`config.mk`:
```
export PLATFORM = sky130hd
export DESIGN_NAME = npu_act_wr_arbiter
export DESIGN_NICKNAME = d
export VERILOG_FILES = /design/src/rtl/npu_act_wr_arbiter.sv
export SDC_FILE = /design/constraint.sdc
export NUM_CORES = 1
export LEC_CHECK = 0
export BUFFER_PORTS_ARGS = -buffer_cell sky130_fd_sc_hd__buf_2
export CORE_AREA = 8 8 283 285
export CTS_BUF_LIST = sky130_fd_sc_hd__clkbuf_2 sky130_fd_sc_hd__clkbuf_4 sky130_fd_sc_hd__clkbuf_8
export DETAILED_ROUTE_END_ITERATION = 10
export DIE_AREA = 0 0 291 293
export HOLD_SLACK_MARGIN = 0.03
export MAX_ROUTING_LAYER = met4
export PLACE_DENSITY = 0.37
export SLEW_MARGIN = 20
export SYNTH_ARGS = -nofsm -noshare
export SYNTH_HDL_FRONTEND = slang
export SYNTH_SLANG_ARGS = --single-unit
export TNS_END_PERCENT = 5
```
`constraint.sdc`:
```
create_clock -name clk -period 7 [get_ports clk]
set_input_delay 0.7 -clock clk [delete_from_list [all_inputs] [get_ports clk]]
set_output_delay 0.7 -clock clk [all_outputs]
set_load 0.01 [all_outputs]
```
`src/rtl/npu_act_wr_arbiter.sv`:
```
// Round-robin arbiter for the activation memory NPU write port.
// One lane is granted per cycle. The memory write and the lane ack are registered together.
module npu_act_wr_arbiter #(
  parameter int unsigned NUM_REQ = 32,
  parameter int unsigned ADDR_W  = 12,
  parameter int unsigned DATA_W  = 8
) (
  input  logic                      clk,
  input  logic                      rst,
  input  logic                      layer_start_p,
  input  logic [NUM_REQ-1:0]        hw_mem_wr,
  input  logic [NUM_REQ*ADDR_W-1:0] hw_mem_wr_addr,
  input  logic [NUM_REQ*DATA_W-1:0] hw_mem_wr_data,
  output logic [NUM_REQ-1:0]        hw_mem_wr_ack_p,
  output logic                      act_mem_wr_en,
  output logic [ADDR_W-1:0]         act_mem_wr_addr,
  output logic [DATA_W-1:0]         act_mem_wr_data,
  output logic                      wr_drained,
  output logic [15:0]               wr_count,
  output logic [4:0]                grant_lane
);

  logic [4:0]         rr_ptr_q, rr_ptr_d;
  logic [NUM_REQ-1:0] ack_q, ack_d;
  logic               en_q;
  logic [ADDR_W-1:0]  addr_q, addr_d;
  logic [DATA_W-1:0]  data_q, data_d;
  logic [4:0]         grant_q;
  logic [15:0]        count_q, count_d;
  logic               drained_q;

  logic [NUM_REQ-1:0] eligible;
  logic [NUM_REQ-1:0] rot;
  logic [4:0]         win_off;
  logic               win_found;
  logic [4:0]         win_idx;
  logic [5:0]         win_sum;
  logic [5:0]         nxt_ptr;

  always_comb begin
    eligible  = hw_mem_wr & ~ack_q;
    // Rotate so that bit 0 of rot corresponds to lane rr_ptr_q.
    rot       = NUM_REQ'({eligible, eligible} >> rr_ptr_q);
    win_found = |rot;
    win_off   = '0;
    for (int i = NUM_REQ - 1; i >= 0; i--) begin
      if (rot[i]) win_off = 5'(i);
    end
    win_sum = {1'b0, rr_ptr_q} + {1'b0, win_off};
    if (win_sum >= 6'(NUM_REQ)) win_sum = win_sum - 6'(NUM_REQ);
    win_idx = win_sum[4:0];
    nxt_ptr = {1'b0, win_idx} + 6'd1;
    if (nxt_ptr >= 6'(NUM_REQ)) nxt_ptr = '0;
  end

  always_comb begin
    ack_d  = '0;
    addr_d = addr_q;
    data_d = data_q;
    for (int i = 0; i < NUM_REQ; i++) begin
      if (win_found && (win_idx == 5'(i))) begin
        ack_d[i] = 1'b1;
        addr_d   = hw_mem_wr_addr[i*ADDR_W +: ADDR_W];
        data_d   = hw_mem_wr_data[i*DATA_W +: DATA_W];
      end
    end
  end

  always_comb begin
    rr_ptr_d = rr_ptr_q;
    count_d  = count_q;
    if (win_found) begin
      rr_ptr_d = nxt_ptr[4:0];
      if (count_q != 16'hFFFF) count_d = count_q + 16'd1;
    end
    // A grant issued in the layer-start cycle is the first write of the new layer.
    if (layer_start_p) begin
      rr_ptr_d = '0;
      count_d  = {15'd0, win_found};
    end
  end

  always_ff @(posedge clk) begin
    if (rst) begin
      rr_ptr_q  <= '0;
      ack_q     <= '0;
      en_q      <= 1'b0;
      addr_q    <= '0;
      data_q    <= '0;
      grant_q   <= '0;
      count_q   <= '0;
      drained_q <= 1'b1;
    end else begin
      rr_ptr_q  <= rr_ptr_d;
      ack_q     <= ack_d;
      en_q      <= win_found;
      addr_q    <= addr_d;
      data_q    <= data_d;
      if (win_found) grant_q <= win_idx;
      count_q   <= count_d;
      drained_q <= (hw_mem_wr == '0) && !en_q;
    end
  end

  assign hw_mem_wr_ack_p = ack_q;
  assign act_mem_wr_en   = en_q;
  assign act_mem_wr_addr = addr_q;
  assign act_mem_wr_data = data_q;
  assign grant_lane      = grant_q;
  assign wr_count        = count_q;
  assign wr_drained      = drained_q;

endmodule
```
==> results.sh, run 1 <==
export IMPL_status="finished with violations"
export IMPL_violations="negative setup slack"
export IMPL_num_vias=24005
export IMPL_layout_common_cells="buf_2, buf_4, nor2_1, nand2_1, a21oi_1"
export IMPL_wl_per_cell_um=37.30
export IMPL_switching_share_pct=54.37
export IMPL_drtIter0Drc=2609
export IMPL_clock_sinks=80
export IMPL_slowest_stage="mux4_2"
export IMPL_fp_dieW_um=291
export IMPL_report_final_slew_viol_count=0
export IMPL_ir_worst_vdd_mv=0.3816
export IMPL_viasPerCell=5.678
export IMPL_io_pin_count=750
export IMPL_p_int_uw=6795
export IMPL_synth_area_leaders="dfxtp_1, mux4_2, nor2_1"
export IMPL_ys_ff_latch=80
export IMPL_crit_family="compound AO/OA/AOI/OAI gates"
export IMPL_drc=0
export IMPL_fmax_mhz=140.1
export IMPL_die_y_um=293
export IMPL_grt_antenna_before_repair=20
export IMPL_whs_ps=465.3
export IMPL_grt_max_degree=48
export IMPL_ys_flop_type="dfxtp_1"
export IMPL_yosysTopAreaCellShare_pct=11.68
export IMPL_cp_common_cell="buf_4"
export IMPL_relSlewSlack_pct=40.96
export IMPL_synthCells=1935
export IMPL_cap_violations=0
export IMPL_stdcell_area_um2=24980
export IMPL_hold_path_class="flop to flop"
export IMPL_pwr_share_seq_pct=4.4
export IMPL_p_switching_uw=8096
export IMPL_cp_num_buf_inv=9
export IMPL_rsz0062_at_grt="true"
export IMPL_drive_above_1_share_pct=52.56
export IMPL_place_area_um2=23750
export IMPL_clk_pin_slew_ps=100
export IMPL_p_clk_share_pct=2.8
export IMPL_areaGrowthSynthToFinish_pct=82.16
export IMPL_portBuffers=749
export IMPL_grt_ovfl_total=0
export IMPL_synth_edf_count=0
export IMPL_htree_levels=3
export IMPL_ctsHoldBuffers=0
export IMPL_start_util_pct=18.18
export IMPL_period_share_pct=102.0
export IMPL_syn_nets=2622
export IMPL_rows=101
export IMPL_cts_made_buffers=9
export IMPL_mappedNetlistArea_um2=13710
export IMPL_cts_max_path_buffers=2
export IMPL_setup_viol=15
export IMPL_drtPass1Iterations=6
export IMPL_cellLeakagePower_uw=0.01139
export IMPL_nets=3920
export IMPL_crit_type="flop to flop"
export IMPL_worstSetupStartpointType="flop"
export IMPL_clockRootBuffer="clkbuf_8"
export IMPL_crit_arrival_ps=7380
export IMPL_place_congestion=1.017
export IMPL_seq_area_frac_synth_pct=11.68
export IMPL_setup_tns_ps=-1036
export IMPL_cpPeakStageDelay_ps=560
export IMPL_worstSetupEndpointType="flop"
export IMPL_grt_pass1_wl_um=209800
export IMPL_dieArea_um2=85260
export IMPL_power_density_nw_per_um2=596.1
export IMPL_syn_avg_cell_area_um2=7.086
export IMPL_crit_required_ps=7250
export IMPL_hpwlAfterDp_um=139000
export IMPL_ant_nets=0
export IMPL_worst_slew_pin_slew_ps=883.5
export IMPL_post_route_min_period_ps=7137
export IMPL_cp_max_fo=8
export IMPL_ys_types=97
export IMPL_pre_cts_ws_ps=-1673
export IMPL_yosysTopAreaCell="dfxtp_1"
export IMPL_cts_tree="built"
export IMPL_wl_um=157700
export IMPL_synthArstFlopShare_pct=0
export IMPL_grt_pass1_vias=24597
export IMPL_hold_viol_final=0
export IMPL_yosysWarnings=0
export IMPL_pwr_share_comb_pct=92.8
export IMPL_grt_usage_pct=35.80
export IMPL_finalWorstSetupSlack_ps=-137.2
export IMPL_fin_skew_ps=10.97
export IMPL_fp_coreArea_um2=75440
export IMPL_clk_latency_ps=380
export IMPL_layout_cells_most_common="buf_2"
layout make-up:
cell class	count	area [um^2]
clock buffers	9	123.9
diodes	12	30.03
flip-flops and latches	80	1610
inverters	26	100.1
repair buffers	1463	9759
multi-input cells	1653	12020
clock inverters	7	108.9
well taps	978	1224
fillers	8330	50470
routing by layer:
metal / GRT usage, % / vias up / share of wire (%)
met4: 13.30 / 0 / 4.7
met3: 4.294 / 237 / 5.9
li1: - / 10329 / -
met2: 60.20 / 1322 / 48
met5: - / - / 0
met1: 43.95 / 12117 / 42
flip-flops by register name, summed over array words and instances, names as in the netlist:
| register | cells |
|---|---|
| act_mem_wr_addr | 12 |
| act_mem_wr_data | 8 |
| act_mem_wr_en | 1 |
| grant_lane | 5 |
| hw_mem_wr_ack_p | 32 |
| rr_ptr_q | 5 |
| wr_count | 16 |
| wr_drained | 1 |
power by group through the flow:
stage               clock (uW)  combinational [uW]  sequential (uW)
global route               444               14300              657
global placement             0               12600              660
CTS                        425               13400              648
finish                     418               13800              654
detailed placement           0               12500              656
floorplan                    0                5070              639
what timing repair did:
action,CTS,global route
setup endpoints to repair,20,20
resized for setup,131,42
setup buffers,11,9
cloned,1,1
pin swaps,53,30
synthesized netlist by cell type (12+ instances only):
cell      instances
a22o_1           17
nand3_1          49
or4_1            13
nor2b_1          35
nor4bb_1         21
mux4_2           58
nand2_1         160
a21oi_1         154
nand2b_1         39
dfxtp_1          80
o32ai_1          18
mux2i_1          19
o211ai_1         33
o21ai_0         143
nand4_1          16
nor3_1           65
a211oi_1         25
a22oi_1          43
buf_2            35
clkbuf_1        118
nor4_1           18
o22ai_1          69
inv_1            22
o31ai_1          12
a21o_1           12
a221oi_1         74
a221o_1          20
nor2_1          243
and3_1           26
o221ai_1         34
a31oi_1          12
nor4b_1          13
path summary, 6_finish.rpt:
check                        startpoint  slack [ps]                               to  depth (start not counted)
max            rr_ptr_q[0]$_SDFFE_PP0P_        -140  act_mem_wr_data[7]$_SDFFE_PP0P_                         33
min          grant_lane[0]$_SDFFE_PP0P_         470       grant_lane[0]$_SDFFE_PP0P_                          2
max reg2reg    rr_ptr_q[0]$_SDFFE_PP0P_        -140  act_mem_wr_data[7]$_SDFFE_PP0P_                         33
min reg2reg  grant_lane[0]$_SDFFE_PP0P_         470       grant_lane[0]$_SDFFE_PP0P_                          2
tightest hold or removal path, cell delays in order (launching register included):
cell and delay (ps):
dfxtp_1 320, nand2_1 50, a21oi_1 50
kinds of logic after synthesis:
logic type	count (synthesis)	share of synthesized area (%)
buffers and inverters	202	6.278
adder cells (fa/ha/maj)	12	1.150
multiplexers	84	11.49
flip-flops	80	11.68
AO/OA/AOI/OAI	780	39.71
XOR/XNOR	19	1.214
AND/OR/NAND/NOR	758	28.48
stage by stage:
stage          utilization, %  total power [uW]  instances
2_1_floorplan               -              5705       1935
3_3_place_gp            31.48             13230       4179
3_5_place_dp            31.48             13190       4179
4_1_cts                 32.69             14460       4206
5_1_grt                 33.10             15370       4226
6_report                33.11             14890       4228
Note: power is estimated with default switching activity, not from simulation.
==> inputs of run 2 (changes only) <==
--- a/config.mk
+++ b/config.mk
@@ -12,7 +12,7 @@
 export DIE_AREA = 0 0 291 293
 export HOLD_SLACK_MARGIN = 0.03
 export MAX_ROUTING_LAYER = met4
-export PLACE_DENSITY = 0.37
+export PLACE_DENSITY = 0.39
 export SLEW_MARGIN = 20
 export SYNTH_ARGS = -nofsm -noshare
 export SYNTH_HDL_FRONTEND = slang
==> run 2 against run 1 <==
Compared with the run above:
- the run still ends with negative setup slack left
- final cell count up 0.14%
- clock power down 13%
- critical path type unchanged
- sequential share of layout area about the same
- design area up 0.51%
- flip-flop and latch count unchanged
- die area unchanged
- largest power group unchanged
- sequential power about the same
- combinational power about the same
==> results.sh, run 2 (same netlist as run 1, synthesis figures left out) <==
export IMPL_wl_per_cell_um=36.81
export IMPL_status="finished with violations"
export IMPL_report_final_slew_viol_count=0
export IMPL_fin_skew_ps=37.92
export IMPL_grt_max_degree=48
export IMPL_min_delay_start="grant_lane[0]$_SDFFE_PP0P_"
export IMPL_slowest_stage="mux4_2"
export IMPL_r2r_start="rr_ptr_q[0]$_SDFFE_PP0P_"
export IMPL_drtPass1Iterations=6
export IMPL_ctsHoldBuffers=0
export IMPL_worst_slew_pin_slew_ps=943.6
export IMPL_grt_pass1_vias=24646
export IMPL_grt_antenna_before_repair=34
export IMPL_drtIter0Drc=2633
export IMPL_relSlewSlack_pct=36.94
export IMPL_violations="negative setup slack"
export IMPL_cp_common_cell="buf_4"
export IMPL_regToRegSetupSlack_ps=-50
export IMPL_crit_arrival_ps=7350
export IMPL_fp_dieW_um=291
export IMPL_largest_reg_flops=32
export IMPL_holdPathEnd="grant_lane[0]$_SDFFE_PP0P_"
export IMPL_cpPeakStageDelay_ps=570
export IMPL_htree_levels=3
export IMPL_ir_worst_vdd_mv=0.3187
export IMPL_cp_max_fo=21
export IMPL_fp_coreArea_um2=75440
export IMPL_r2r_end="act_mem_wr_data[1]$_SDFFE_PP0P_"
export IMPL_post_route_min_period_ps=7047
export IMPL_dieArea_um2=85260
export IMPL_start_util_pct=18.18
export IMPL_rsz0062_at_grt="true"
export IMPL_cellLeakagePower_uw=0.01136
export IMPL_die_y_um=293
export IMPL_cts_made_buffers=9
export IMPL_period_share_pct=100.7
export IMPL_nets=3910
export IMPL_areaGrowthSynthToFinish_pct=83.09
export IMPL_io_pin_count=750
export IMPL_grt_ovfl_total=0
export IMPL_num_vias=24019
export IMPL_finalWorstSetupSlack_ps=-46.99
export IMPL_crit_required_ps=7300
export IMPL_nFillCells=8303
export IMPL_viasPerCell=5.673
export IMPL_hold_path_class="flop to flop"
export IMPL_clockRootBuffer="clkbuf_8"
export IMPL_rows=101
export IMPL_setup_viol=7
export IMPL_place_congestion=1.060
export IMPL_power_density_nw_per_um2=580.1
export IMPL_grt_pass1_wl_um=207600
export IMPL_worstSetupEndpointType="flop"
export IMPL_hold_viol_final=0
export IMPL_whs_path_depth=2
export IMPL_cts_tree="built"
export IMPL_clk_latency_ps=400
export IMPL_clk_pin_slew_ps=110
export IMPL_grt_usage_pct=35.27
export IMPL_layout_common_cells="buf_2, buf_4, nor2_1, nand2_1"
export IMPL_drc=0
export IMPL_whs_ps=471.8
export IMPL_rr_worst_depth=30
export IMPL_cts_max_path_buffers=2
export IMPL_critPathLaunch="rr_ptr_q[0]$_SDFFE_PP0P_"
export IMPL_portBuffers=749
export IMPL_drive_above_1_share_pct=53.59
export IMPL_crit_type="flop to flop"
export IMPL_layout_cells_most_common="buf_2"
export IMPL_ant_nets=0
export IMPL_hpwlAfterDp_um=136600
export IMPL_wl_um=155900
export IMPL_cap_violations=0
export IMPL_clock_sinks=80
export IMPL_worstSetupStartpointType="flop"
export IMPL_fmax_mhz=141.9
export IMPL_final_util_pct=33.28
## run 2: where the power goes
group          switching (uW)  internal, uW  total (uW)
clock network             218           144         362
logic                    7720          5820       13500
registers                98.5           556         655
## run 2: area by class of cell
cell class              count  area [um^2]  area share, %
flip-flops and latches     80         1613          6.424
repair buffers           1453         9644          38.42
well taps                 978         1224          4.874
clock inverters             6        51.30         0.2043
inverters                  26        111.4         0.4436
diodes                     28        70.07         0.2791
clock buffers              10        137.6         0.5482
multi-input cells        1653        12250          48.81
## run 2: worst max path at each step
stage	end	cells past startpoint	slack, ps
detailed placement	act_mem_wr_data[5]$_SDFFE_PP0P_	27	-1160
global placement	act_mem_wr_data[5]$_SDFFE_PP0P_	28	-1290
finish	act_mem_wr_data[1]$_SDFFE_PP0P_	30	-50
global route	act_mem_wr_addr[7]$_SDFFE_PP0P_	30	-260
floorplan	act_mem_wr_data[6]$_SDFFE_PP0P_	35	60
CTS	act_mem_wr_addr[7]$_SDFFE_PP0P_	31	-160
## run 2: critical path, delay by kind of cell, from the launching register on
family	cells	cell delay, ps
AO/OA/AOI/OAI	15	2960
XOR/XNOR	1	170
adder cells (fa/ha/maj)	1	380
buffers and inverters	8	1200
flip-flops	1	410
multiplexers	2	1110
AND/OR/NAND/NOR	3	720
## run 2: what timing repair did
action,4_1_cts,5_1_grt
buffers inserted,10,3
resized for setup,144,82
pin swaps,46,28
setup endpoints to repair,20,20
cloned,0,1
## run 2: routing by layer
layer / GRT usage (%) / part of all wire (%) / vias to the layer above
met5: - / 0 / -
met4: 12.59 / 4.3 / 0
met3: 5.721 / 6.8 / 231
met2: 60.03 / 49 / 1387
met1: 42.04 / 40 / 12073
li1: - / - / 10328
## run 2: per-stage QoR
stage | area [um^2] | setup TNS, ps | total power, uW | cells | setup slack (ps)
2_1_floorplan | 13720 | 0 | 5705 | 1935 | 56.65
3_3_place_gp | 23730 | -16650 | 12740 | 4178 | -1287
3_5_place_dp | 23730 | -16980 | 12710 | 4178 | -1155
4_1_cts | 24600 | -960.2 | 13990 | 4202 | -158.2
5_1_grt | 25100 | -2878 | 14960 | 4231 | -260.3
6_report | 25110 | -202.0 | 14560 | 4234 | -46.99
==> inputs of run 3 (changes only) <==
--- a/config.mk
+++ b/config.mk
@@ -12,7 +12,7 @@
 export DIE_AREA = 0 0 291 293
 export HOLD_SLACK_MARGIN = 0.03
 export MAX_ROUTING_LAYER = met4
-export PLACE_DENSITY = 0.39
+export PLACE_DENSITY = 0.37
 export SLEW_MARGIN = 20
 export SYNTH_ARGS = -nofsm -noshare
 export SYNTH_HDL_FRONTEND = slang
==> constraint.sdc (replaced) <==
create_clock -name clk -period 6.7 [get_ports clk]
set_input_delay 0.67 -clock clk [delete_from_list [all_inputs] [get_ports clk]]
set_output_delay 0.67 -clock clk [all_outputs]
set_load 0.01 [all_outputs]
==> run 3 against run 2 <==
Compared with the run above:
- the run still ends with negative setup slack left
- critical path depth up 3
- hold slack improved by 5.5 ps
- largest power group unchanged
- routed wire length is 2.0% higher
- non-clock buffer count rose by 66
- fmax fell by 1.0%
- clock power increased by 11%
- combinational power is 8% higher
- utilization is 0.40 points higher
- design area up 1.2%
- global-route usage rose by 0.96 points
==> results.sh, run 3 (same netlist as run 1, synthesis figures left out) <==
export IMPL_status="finished with violations"
export IMPL_violations="negative setup slack"
export IMPL_nFillCells=8297
export IMPL_grt_pass1_wl_um=212000
export IMPL_ir_worst_vdd_mv=0.4279
export IMPL_grt_max_degree=48
export IMPL_worst_slew_pin_slew_ps=801.8
export IMPL_ant_nets=0
export IMPL_drtPass1Iterations=7
export IMPL_portBuffers=749
export IMPL_layout_common_cells="buf_2, buf_4, nor2_1, nand2_1, a21oi_1"
export IMPL_rows=101
export IMPL_clockRootBuffer="clkbuf_8"
export IMPL_drc=0
export IMPL_post_route_min_period_ps=7119
export IMPL_dp_cells=4233
export IMPL_pre_cts_ws_ps=-1530
export IMPL_clk_latency_ps=400
export IMPL_grt_pass1_vias=25131
export IMPL_drtIter0Drc=2465
export IMPL_htree_levels=3
export IMPL_relSlewSlack_pct=46.06
export IMPL_cts_tree="built"
export IMPL_rr_worst_depth=33
export IMPL_cts_max_path_buffers=2
export IMPL_start_util_pct=18.18
export IMPL_regToRegSetupSlack_ps=-420
export IMPL_viasPerCell=5.638
export IMPL_power_density_nw_per_um2=616.8
export IMPL_grt_usage_pct=36.24
export IMPL_clk_pin_slew_ps=100
export IMPL_instances_no_fill=4284
export IMPL_stdcell_area_um2=25410
export IMPL_wl_per_cell_um=37.10
export IMPL_cts_made_buffers=9
export IMPL_fin_skew_ps=15.96
export IMPL_cp_common_cell="buf_4"
export IMPL_fp_coreArea_um2=75440
export IMPL_finalWorstSetupSlack_ps=-418.8
export IMPL_crit_type="flop to flop"
export IMPL_worstSetupEndpointType="flop"
export IMPL_nets=3976
export IMPL_crit_required_ps=6970
export IMPL_fp_dieW_um=291
export IMPL_grt_ovfl_total=0
export IMPL_hpwlAfterDp_um=140300
export IMPL_grt_antenna_before_repair=14
export IMPL_report_final_slew_viol_count=0
export IMPL_cellLeakagePower_uw=0.01165
export IMPL_io_pin_count=750
export IMPL_num_vias=24154
export IMPL_die_y_um=293
export IMPL_worstSetupStartpointType="flop"
export IMPL_hold_path_class="flop to flop"
export IMPL_areaGrowthSynthToFinish_pct=85.32
export IMPL_holdPathEnd="grant_lane[0]$_SDFFE_PP0P_"
export IMPL_period_share_pct=106.3
export IMPL_dieArea_um2=85260
export IMPL_crit_arrival_ps=7390
export IMPL_clock_sinks=80
export IMPL_whs_path_depth=2
export IMPL_layout_cells_most_common="buf_2"
export IMPL_cpPeakStageDelay_ps=560
export IMPL_hold_viol_final=0
export IMPL_setup_viol=20
export IMPL_cap_violations=0
export IMPL_place_congestion=1.011
export IMPL_largest_reg_flops=32
export IMPL_fmax_mhz=140.5
export IMPL_wl_um=158900
export IMPL_r2r_start="rr_ptr_q[0]$_SDFFE_PP0P_"
export IMPL_drive_above_1_share_pct=53.95
export IMPL_min_delay_start="grant_lane[0]$_SDFFE_PP0P_"
export IMPL_ctsHoldBuffers=0
export IMPL_rsz0062_at_grt="true"
export IMPL_crit_family="compound AO/OA/AOI/OAI gates"
export IMPL_place_area_um2=24100
export IMPL_cp_max_fo=7
export IMPL_slowest_stage="mux4_2"
export IMPL_r2r_end="act_mem_wr_data[2]$_SDFFE_PP0P_"
export IMPL_cp_num_buf_inv=11
==> run 3: cell types whose count changed in the layout (fill, tap and decap cells not counted), moves of 4 or more <==
cell,change
a22oi_2,-6
o2bb2ai_1,+4
nand2_1,-4
o2bb2ai_2,-4
o41ai_2,-4
buf_8,+5
diode_2,-16
buf_4,+70
a21oi_2,-6
nor2_1,-5
a22oi_1,+6
buf_12,-7
a21oi_1,+7
==> run 3: power by group <==
group | leakage (uW) | switching (uW) | internal [uW] | total, uW
combinational | 0.0109 | 8270 | 6310 | 14600
sequential | 0.000655 | 109 | 582 | 690
clock | 0.000103 | 218 | 185 | 403
total | 0.0117 | 8600 | 7070 | 15700
==> run 3: worst min-delay path, delay by kind of cell, from the launching register on <==
kind / cells / cell delay, ps
AO/OA/AOI/OAI: 1 / 60
flip-flops: 1 / 320
AND/OR/NAND/NOR: 1 / 60
==> run 3: layer usage <==
metal | GRT usage [%] | wire length (um)
met5 | - | 0
met4 | 14.12 | 7556
met3 | 3.275 | 8292
met2 | 61.81 | 77220
met1 | 44.20 | 65880
==> run 3: repair_timing <==
item / CTS / global route
endpoints found under the hold margin: 0 / 0
gates cloned: 1 / 0
gates resized for setup: 159 / 48
setup buffers: 15 / 8
setup endpoints to repair: 24 / 20
pin swaps: 32 / 27
==> run 3: how the worst max path moves through the flow <==
stage / from / end / slack (ps) / cells past startpoint
3_5_place_dp: hw_mem_wr[5] / act_mem_wr_data[5]$_SDFFE_PP0P_ / -1530 / 28
4_1_cts: rr_ptr_q[0]$_SDFFE_PP0P_ / act_mem_wr_addr[7]$_SDFFE_PP0P_ / -330 / 31
5_1_grt: rr_ptr_q[0]$_SDFFE_PP0P_ / act_mem_wr_addr[7]$_SDFFE_PP0P_ / -620 / 30
3_3_place_gp: hw_mem_wr[5] / act_mem_wr_data[5]$_SDFFE_PP0P_ / -2810 / 27
6_report: rr_ptr_q[0]$_SDFFE_PP0P_ / act_mem_wr_data[2]$_SDFFE_PP0P_ / -420 / 33
2_1_floorplan: hw_mem_wr[5] / act_mem_wr_data[6]$_SDFFE_PP0P_ / 0.8 / 33
==> run 3: per-stage QoR <==
| stage | TNS (ps) | power [uW] | utilization, % | hold slack (ps) |
|---|---|---|---|---|
| 3_5_place_dp | -21970 | 14050 | 31.95 | 465.7 |
| 3_3_place_gp | -28600 | 14140 | 31.93 | 453.9 |
| 4_1_cts | -5373 | 15340 | 33.33 | 478.6 |
| 6_report | -6420 | 15670 | 33.68 | 477.2 |
| 5_1_grt | -10950 | 16170 | 33.67 | 512.8 |
| 2_1_floorplan | 0 | 5980 | - | 476.1 |
==> run 3: area by class of cell <==
type                    instances  area (um^2)  area share [%]
flip-flops and latches         80         1613           6.347
well taps                     978         1224           4.816
inverters                      26        111.4          0.4382
clock buffers                  11        138.9          0.5466
diodes                         12        30.03          0.1182
repair buffers               1519        10090           39.71
multi-input cells            1653        12140           47.77
clock inverters                 5        66.31          0.2610
